--- config.mk ---
export PLATFORM = sky130hd
export DESIGN_NAME = serial_in_parallel_out_receiver
export DESIGN_NICKNAME = d
export VERILOG_FILES = /design/src/rtl/serial_in_parallel_out_receiver.sv
export SDC_FILE = /design/constraint.sdc
export NUM_CORES = 1
export LEC_CHECK = 0
export ABC_AREA = 1
export BUFFER_PORTS_ARGS = -buffer_cell sky130_fd_sc_hd__buf_2
export CAP_MARGIN = 20
export CORE_ASPECT_RATIO = 0.8
export CORE_MARGIN = 2
export CORE_UTILIZATION = 30
export DETAILED_ROUTE_END_ITERATION = 7
export SYNTH_ARGS = -nofsm -noshare
export SYNTH_HDL_FRONTEND = slang
export SYNTH_SLANG_ARGS = --single-unit
--- constraint.sdc ---
create_clock -name Clk_In -period 2.25 [get_ports Clk_In]
set_input_delay 0.5625 -clock Clk_In [delete_from_list [all_inputs] [get_ports Clk_In]]
set_output_delay 0.5625 -clock Clk_In [all_outputs]
set_load 0.02 [all_outputs]
--- src/rtl/serial_in_parallel_out_receiver.sv ---
// rtl/serial_in_parallel_out_receiver.sv - serial-to-parallel word receiver with valid/ack handshake and sticky overrun
module serial_in_parallel_out_receiver #(
  parameter int WIDTH     = 8,
  parameter int LSB_FIRST = 1
) (
  input  logic             Clk_In,
  input  logic             Reset_In,
  input  logic             Serial_Data_In,
  input  logic             Shift_Enable_In,
  input  logic             Frame_Start_In,
  input  logic             Data_Ack_In,
  output logic [WIDTH-1:0] Parallel_Data_Out,
  output logic             Data_Valid_Out,
  output logic             Overrun_Out,
  output logic             Busy_Out,
  output logic [WIDTH-1:0] SIPO_Shift_Register
);

  localparam int CW = (WIDTH > 2) ? $clog2(WIDTH) : 1;
  localparam logic [CW-1:0] CNT_LAST = CW'(WIDTH - 1);

  logic [CW-1:0]    bit_cnt;
  logic [CW-1:0]    cnt_eff;
  logic [WIDTH-1:0] shift_next;
  logic             word_done;

  // Frame start realigns the counter before the current bit is considered;
  // the new bit enters at the MSB (LSB-first stream) or the LSB (MSB-first).
  always_comb begin
    cnt_eff    = Frame_Start_In ? '0 : bit_cnt;
    shift_next = SIPO_Shift_Register;
    if (LSB_FIRST != 0) begin
      shift_next = {Serial_Data_In, SIPO_Shift_Register[WIDTH-1:1]};
    end else begin
      shift_next = {SIPO_Shift_Register[WIDTH-2:0], Serial_Data_In};
    end
    word_done = Shift_Enable_In && (cnt_eff == CNT_LAST);
  end

  // Shift register, framing counter, word capture and handshake state.
  always_ff @(posedge Clk_In or posedge Reset_In) begin
    if (Reset_In) begin
      SIPO_Shift_Register <= '0;
      Parallel_Data_Out   <= '0;
      bit_cnt             <= '0;
      Data_Valid_Out      <= 1'b0;
      Overrun_Out         <= 1'b0;
    end else begin
      if (Shift_Enable_In) begin
        SIPO_Shift_Register <= shift_next;
        bit_cnt             <= word_done ? '0 : cnt_eff + CW'(1);
      end else begin
        bit_cnt <= cnt_eff;
      end

      if (word_done) begin
        Parallel_Data_Out <= shift_next;
        Data_Valid_Out    <= 1'b1;
        // Overwriting a word nobody has taken yet; a same-edge ack consumes it.
        if (Data_Valid_Out && !Data_Ack_In) begin
          Overrun_Out <= 1'b1;
        end
      end else if (Data_Ack_In && Data_Valid_Out) begin
        Data_Valid_Out <= 1'b0;
      end
    end
  end

  // A partial word is held whenever the counter is off zero.
  always_comb begin
    Busy_Out = (bit_cnt != '0);
  end

endmodule

; Word-level counts from Yosys, hierarchy flattened
; Cells that the tools add are included.
[totals]
regBits = 21
inputBits = 6
[classes]
n_addsub = 1
eq_ne = 1
mux = 5
n_reduce_logical = 7
[ops]
columns = op, n
row1 = two-way mux 3 bit, 3
row2 = adder 3 x 1 -> 3 bit (second input constant), 1
row3 = equality test 3 bit (second input constant), 1
row4 = logical AND 1 bit, 3
row5 = nonzero test 3 bit, 1
row6 = two-way mux 1 bit, 2
row7 = AND reduction 2 bit, 1
row8 = nonzero test 2 bit, 1
row9 = logical NOT 1 bit, 1

; Longest topological paths before layout
; Gate-level depths: netlist (run 1).
[depth]
word_depth = 5
ltp_mapped = 9
depth_no_buf = 9

; Worst setup path after synthesis (run 1)
; OpenSTA, ideal clock, no wires.
[synth_path]
path_kind = input to register
startpoint = input port Frame_Start_In
endpoint = register Data_Valid_Out
setup_time_ns = 0.126
arrival_time_ns = 1.415
t_required_ns = 2.124
setup_slack_ns = 0.709
path_stages = 8
n_path_buf = 1
cell_sequence = inv_1 nand2_1 inv_1 ha_1 ha_1 nand2_4 buf_12 o21ai_0
[synth_via]
elab_chain_cells = 4
word_cells_on_any_way = 5
[synth_rtl]
columns = item, line_no
row1 = from (decl), 10  ; input logic Frame_Start_In,
row2 = two-way mux 3 bit *, 30  ; cnt_eff = Frame_Start_In ? '0 : bit_cnt;
row3 = equality test 3 bit *, 37  ; word_done = Shift_Enable_In && (cnt_eff == CNT_LAST);
row4 = logical AND 1 bit *, 37
row5 = two-way mux 1 bit or nonzero test 2 bit (tied branches), n/a
row6 = to (signal assigned), 46  ; Data_Valid_Out <= 1'b0;
row7 = to (signal assigned), 58  ; Data_Valid_Out <= 1'b1;
row8 = to (signal assigned), 64  ; Data_Valid_Out <= 1'b0;
row9 = to (decl), 13  ; output logic Data_Valid_Out,
; Every way passes the cells marked *; elsewhere a longest branch is shown, timed or not.
; A chain may end at the register's enable or synchronous reset.

; Worst setup path after layout (run 1)
[layout_path]
startpoint = register bit_cnt[0]
endpoint = output port Busy_Out
[layout_via]
elab_chain_cells = 1
[layout_rtl]
columns = item, line_no
row1 = from (decl), 22  ; logic [CW-1:0] bit_cnt;
row2 = from (signal assigned), 51  ; bit_cnt <= word_done ? '0 : cnt_eff + CW'(1);
row3 = from (signal assigned), 53  ; bit_cnt <= cnt_eff;
row4 = nonzero test 3 bit, 71  ; Busy_Out = (bit_cnt != '0);
row5 = to (decl), 15  ; output logic Busy_Out,
; No other way between the ends.

==> results.py, run 1 <==
metrics = {
    "run_status": {
        "outcome": "complete, no violations",
    },
    "timing": {
        "finClkSkew_ns": 0.00614,
        "setup_ws_ns": 0.727,
        "drv_slew": 0,
        "max_freq_mhz": 656,
        "rsz0062_at_grt": "false",
        "hold_viol_final": 0,
        "fin_tns_setup_ns": 0,
        "finalCritPeriodShare_pct": 67.7,
        "tightest_slew_ns": 0.778,
        "hold_slack_ns": 0.427,
        "period_needed_ns": 1.52,
        "slew_headroom_pct": 48.1,
        "setup_viol": 0,
    },
    "yosys": {
        "yosys_warnings": 0,
        "ys_seq_area_share_pct": 57.9,
        "syn_avg_cell_area_um2": 9.56,
        "netlist.area_leader.share_pct": 57.9,
        "yosys-top-cells-area": "dfrtp_1, nand2_1, inv_1, o21ai_2, o21ai_0",
        "synthCells": 95,
        "synth_nets": 103,
        "synth_most_common_cell": "nand2_1",
        "synth-seq-cells": 21,
        "synth_edf_count": 0,
        "synth_flop_cell": "dfrtp_1",
        "synth_async_sr_flop_share_pct": 100,
        "ys_top_cells_by_count": "nand2_1, dfrtp_1, inv_1",
        "netlist.top_cell.by_area": "dfrtp_1",
        "synth_cell_types": 13,
        "synth_area_um2": 908,
    },
    "placement": {
        "hpwl_mm": 1.24,
        "pre_cts_ws_ns": 0.474,
        "portBuffers": 24,
        "globalplace.congestion": 0.750,
    },
    "critical_path": {
        "rr_endpoint": "Overrun_Out",
        "r2r_start": "bit_cnt[0]",
        "crit_chain": "nor2_1, nand2_1, buf_2",
        "cp.arrival_ns": 0.96,
        "rrSetupSlack_ns": 0.78,
        "worstSetupPathType": "reg2out",
        "crit_start": "bit_cnt[0]",
        "end_kind": "output port",
        "crit_family": "flip-flops",
        "cp_slowest_stage_delay_ns": 0.40,
        "reg2regPathDepth": 8,
        "worstPathRequired_ns": 1.69,
        "crit_slowest_cell": "dfrtp_1",
        "crit_buf_inv": 1,
        "startpoint_type": "register",
        "crit_fanout": 3,
    },
    "worst_hold_path": {
        "hp-class": "in2async",
    },
    "cells_and_area": {
        "areaGrowthSynthToFinish_pct": 19.3,
        "n_antenna_cell": 0,
        "fillers": 300,
        "drive_gt1_share_pct": 30.8,
        "nNetsFinal": 129,
        "postLayoutCoreUtil_pct": 38.3,
    },
    "grt": {
        "grt_max_degree": 22,
        "first_global_vias": 641,
        "grt.overflow.total": 0,
        "track_usage_pct": 11.7,
        "antenna_found_initial": 0,
        "grt_pass1_wl_mm": 2.90,
    },
    "drt": {
        "routed_wl_mm": 1.68,
        "routedWlPerCell_um": 10.7,
        "post-route-drc-count": 0,
        "postRouteAntennaNets": 0,
        "route.vias.total": 660,
        "via_per_inst": 4.18,
        "dr.pass1.iters": 4,
        "drt_iter0_markers": 27,
    },
    "run": {
        "drv_cap": 0,
    },
    "pwr": {
        "p_total_uw": 781,
        "p_leak_uw": 0.000616,
        "ir_worst_vdd_uv": 365,
        "p_per_area_nw_per_um2": 720,
    },
    "die": {
        "dieArea_um2": 3490,
        "core_um2": 2830,
        "ios": 25,
        "die_h_um": 53.2,
        "start_util_pct": 32.1,
        "die_x_um": 65.5,
        "rows": 17,
    },
    "clocking": {
        "cts_num_sinks": 21,
        "cts_setup_buffers": 0,
        "htreeDepth": 1,
        "path_clk_slew_ns": 0.08,
        "clk_latency_ns": 0.26,
        "cts_root_buf": "clkbuf_8",
        "cts_tree": "yes",
        "cts-hold-fix-buffers": 0,
        "cts_buffers": 3,
        "cts_buffer_depth": 2,
        "ctsResizeCount": 0,
    },
}
==> stage by stage <==
step           cell area [um^2]  cells
2_1_floorplan               908     95
3_5_place_dp               1040    154
5_1_grt                    1080    158
3_3_place_gp               1040    154
4_1_cts                    1080    158
6_report                   1080    158
==> flip-flops by register name, indices dropped and copies added (netlist names) <==
register / flops
Data_Valid_Out: 1
Parallel_Data_Out: 8
bit_cnt: 3
SIPO_Shift_Register: 8
Overrun_Out: 1
==> layer usage <==
metal  global-route usage, %  wire length [um]  vias to the layer above
li1                        -                 -                      337
met1                    14.4               804                      303
met2                    18.5               752                       16
met5                       0                 0                        -
met4                    6.25                40                        0
met3                    3.40                86                        4
==> worst register-to-register path: stages (launching register included) <==
cell and delay, ns:
dfrtp_1 0.40, nand2_1 0.10, inv_1 0.05, ha_1 0.19
ha_1 0.23, nand2_4 0.21, inv_1 0.09, nand2_1 0.07
nand2_1 0.04
==> placed cells by master (no fill, tap or decap) <==
cell type  instances
buf_2             24
clkbuf_8           3
clkinv_2           1
dfrtp_1           21
ha_1               2
inv_1             17
nand2_1           27
nand2_2            1
nand2_4            1
nand3_1            3
nor2_1             4
o21ai_0            9
o21ai_2            7
==> cell type report <==
class | instances | area [um^2] | share of cell area (%)
multi-input combinational | 54 | 280 | 25.9
clock inverter | 1 | 5.00 | 0.462
sequential | 21 | 526 | 48.5
timing repair buffer | 24 | 120 | 11.1
clock buffer | 3 | 41.3 | 3.81
tap | 38 | 47.5 | 4.39
inverter | 17 | 63.8 | 5.89
==> where the power goes <==
group	switching, uW	internal [uW]
combinational	79.1	33.2
sequential	16.4	402
clock	126	124
==> worst max path at each step <==
stage / to / slack [ns] / depth (start not counted)
after floorplan: Data_Valid_Out / 0.71 / 8
after global placement: Overrun_Out / 0.52 / 10
after detailed placement: Overrun_Out / 0.47 / 10
after CTS: Busy_Out / 0.71 / 3
after global routing: Overrun_Out / 0.66 / 10
final: Busy_Out / 0.73 / 3
==> logic make-up after synthesis <==
logic type | share of synthesized area, %
AND/OR/NAND/NOR | 16.4
flip-flops | 57.9
adder cells (fa/ha/maj) | 2.75
buffers and inverters | 11.3
AO/OA/AOI/OAI | 11.7
Note: power is estimated with default switching activity, not from simulation.
==> run 2: changes to the inputs <==
==> constraint.sdc (replaced) <==
create_clock -name Clk_In -period 1.4 [get_ports Clk_In]
set_input_delay 0.35 -clock Clk_In [delete_from_list [all_inputs] [get_ports Clk_In]]
set_output_delay 0.35 -clock Clk_In [all_outputs]
set_load 0.02 [all_outputs]
==> run 2 against run 1 <==
Sequential power up 61%. First-iteration DRC count up 22%. Non-clock buffer count up 8. Count of clock-buffer cells in the layout unchanged. Die area unchanged. Clock skew about the same. Wire length up 1.1%. Cell count up 5.1%.
==> results.py, run 2 (synthesis gave the netlist of run 1 again) <==
metrics = {
    "timing": {
        "tightest_slew_ns": 0.271,
        "finalCritPeriodShare_pct": 95.9,
        "setup_viol": 0,
        "max_freq_mhz": 745,
        "slew_headroom_pct": 82.0,
        "drv_slew": 0,
        "period_needed_ns": 1.34,
        "hold_slack_ns": 0.106,
        "finClkSkew_ns": 0.00604,
        "hold_viol_final": 0,
        "setup_ws_ns": 0.0573,
    },
    "critical_path": {
        "cp_common_cell": "nand2_1",
        "startpoint_type": "register",
        "cp.arrival_ns": 1.53,
        "crit_slowest_cell": "dfrtp_1",
        "crit_buf_inv": 2,
        "crit_chain": "nand2_1, inv_1, ha_1, ha_2, nand2_4, buf_4, nand2_1, o21ai_2",
        "worstSetupPathType": "reg2reg",
        "crit_family": "adder cells",
        "worstPathRequired_ns": 1.59,
        "end_kind": "register",
        "cp_slowest_stage_delay_ns": 0.40,
        "crit_fanout": 7,
    },
    "cells_and_area": {
        "finalNonFillerCells": 166,
        "areaGrowthSynthToFinish_pct": 27.1,
        "nNetsFinal": 137,
        "drive_gt1_share_pct": 36.7,
        "n_antenna_cell": 0,
        "largestRegisters": "Parallel_Data_Out: 8 flops, SIPO_Shift_Register: 8 flops, bit_cnt: 3 flops",
        "layout_commonest_cell": "nand2_1",
        "final_cell_mix": "nand2_1, buf_2, dfrtp_1, inv_1, o21ai_0",
        "postLayoutCoreUtil_pct": 40.8,
    },
    "grt": {
        "track_usage_pct": 11.7,
        "grt.overflow.total": 0,
        "grtUsageMet2_pct": 18.4,
        "use_met3_pct": 3.19,
        "grt_pass1_wl_mm": 3.02,
        "grtUsageMet1_pct": 15.5,
        "antenna_found_initial": 0,
        "grt_max_degree": 22,
        "grt-busiest-layer": "met2",
        "first_global_vias": 671,
    },
    "placement": {
        "portBuffers": 24,
        "hpwl_mm": 1.30,
        "globalplace.congestion": 0.817,
        "pre_cts_ws_ns": -0.0958,
        "dpl.cell_count": 162,
    },
    "drt": {
        "routedWlPerCell_um": 10.3,
        "postRouteAntennaNets": 0,
        "routed_wl_mm": 1.70,
        "dr.pass1.iters": 4,
        "route.vias.total": 706,
        "post-route-drc-count": 0,
        "drt_iter0_markers": 33,
        "via_per_inst": 4.25,
    },
    "clocking": {
        "cts_num_sinks": 21,
        "cts_buffers": 3,
        "cts_buffer_depth": 2,
        "cts_root_buf": "clkbuf_8",
        "clk_latency_ns": 0.26,
        "cts-hold-fix-buffers": 0,
        "path_clk_slew_ns": 0.08,
        "cts_tree": "yes",
        "htreeDepth": 1,
    },
    "pwr": {
        "netSwitchingFraction_pct": 27.6,
        "ir_worst_vdd_uv": 611,
        "p_leak_uw": 0.000650,
        "p_total_uw": 1260,
        "clockPowerShare_pct": 31.0,
        "p_per_area_nw_per_um2": 1090,
        "cellInternalPower_uw": 910,
        "pwr-share-seq_pct": 53.4,
        "combPwrFrac_pct": 15.6,
        "power.switching_uw": 348,
    },
    "run": {
        "drv_cap": 0,
    },
    "die": {
        "start_util_pct": 32.1,
        "core_um2": 2830,
        "dieArea_um2": 3490,
        "ios": 25,
        "rows": 17,
        "die_x_um": 65.5,
        "die_h_um": 53.2,
    },
    "worst_hold_path": {
        "hp-class": "in2async",
    },
    "run_status": {
        "outcome": "complete, no violations",
    },
}
## run 2: changes by cell type in the layout (fill, tap and decap cells not counted), sizes merged
cell  previous run  this run
buf             24        32
## run 2: power by group through the flow
stage | clock network (uW) | registers [uW] | logic (uW)
finish | 389 | 672 | 196
global route | 440 | 678 | 222
CTS | 411 | 672 | 196
detailed placement | 0 | 683 | 194
global placement | 0 | 682 | 191
floorplan | 0 | 723 | 81.4
## run 2: layout make-up
type / instances / area (um^2)
clock buffers: 3 / 41.3
well taps: 38 / 47.5
multi-input cells: 54 / 285
clock inverters: 1 / 5.00
fillers: 299 / 1670
flip-flops and latches: 21 / 526
inverters: 17 / 63.8
repair buffers: 32 / 186
## run 2: path summary, 6_finish.rpt
kind,from,endpoint,slack (ns),cells after the start
worst min register to register,Overrun_Out,Overrun_Out,0.46,2
max in group asynchronous,Reset_In,bit_cnt[2],1.07,3
worst max-delay path,bit_cnt[0],Parallel_Data_Out[4],0.06,8
worst min-delay path,Reset_In,Parallel_Data_Out[1],0.11,3
worst max register to register,bit_cnt[0],Parallel_Data_Out[4],0.06,8
min in group Clk_In,Data_Ack_In,Data_Valid_Out,0.30,2
## run 2: layer usage
metal / up-vias / part of all wire, %
met2: 16 / 47
met5: - / 0
met3: 2 / 4.6
met4: 0 / 1.1
li1: 356 / -
met1: 332 / 47
## run 2: stage by stage
step / cell area, um^2 / TNS (ns)
6_report: 1150 / 0
5_1_grt: 1150 / -0.0370
4_1_cts: 1140 / 0
3_5_place_dp: 1100 / -0.732
3_3_place_gp: 1100 / -0.380
2_1_floorplan: 908 / 0
## run 2: what timing repair did
action | CTS | global route
gates resized for setup | 2 | 2
buffers inserted | 0 | 1
cloned | 0 | 0
pin swaps | 2 | 1
setup endpoints to repair | 1 | 9
hold endpoints to repair | 0 | 0
## run 2: tightest hold or removal path, stage by stage
cell,delay (ns)
buf_2,0.10
inv_1,0.04
buf_4,0.27
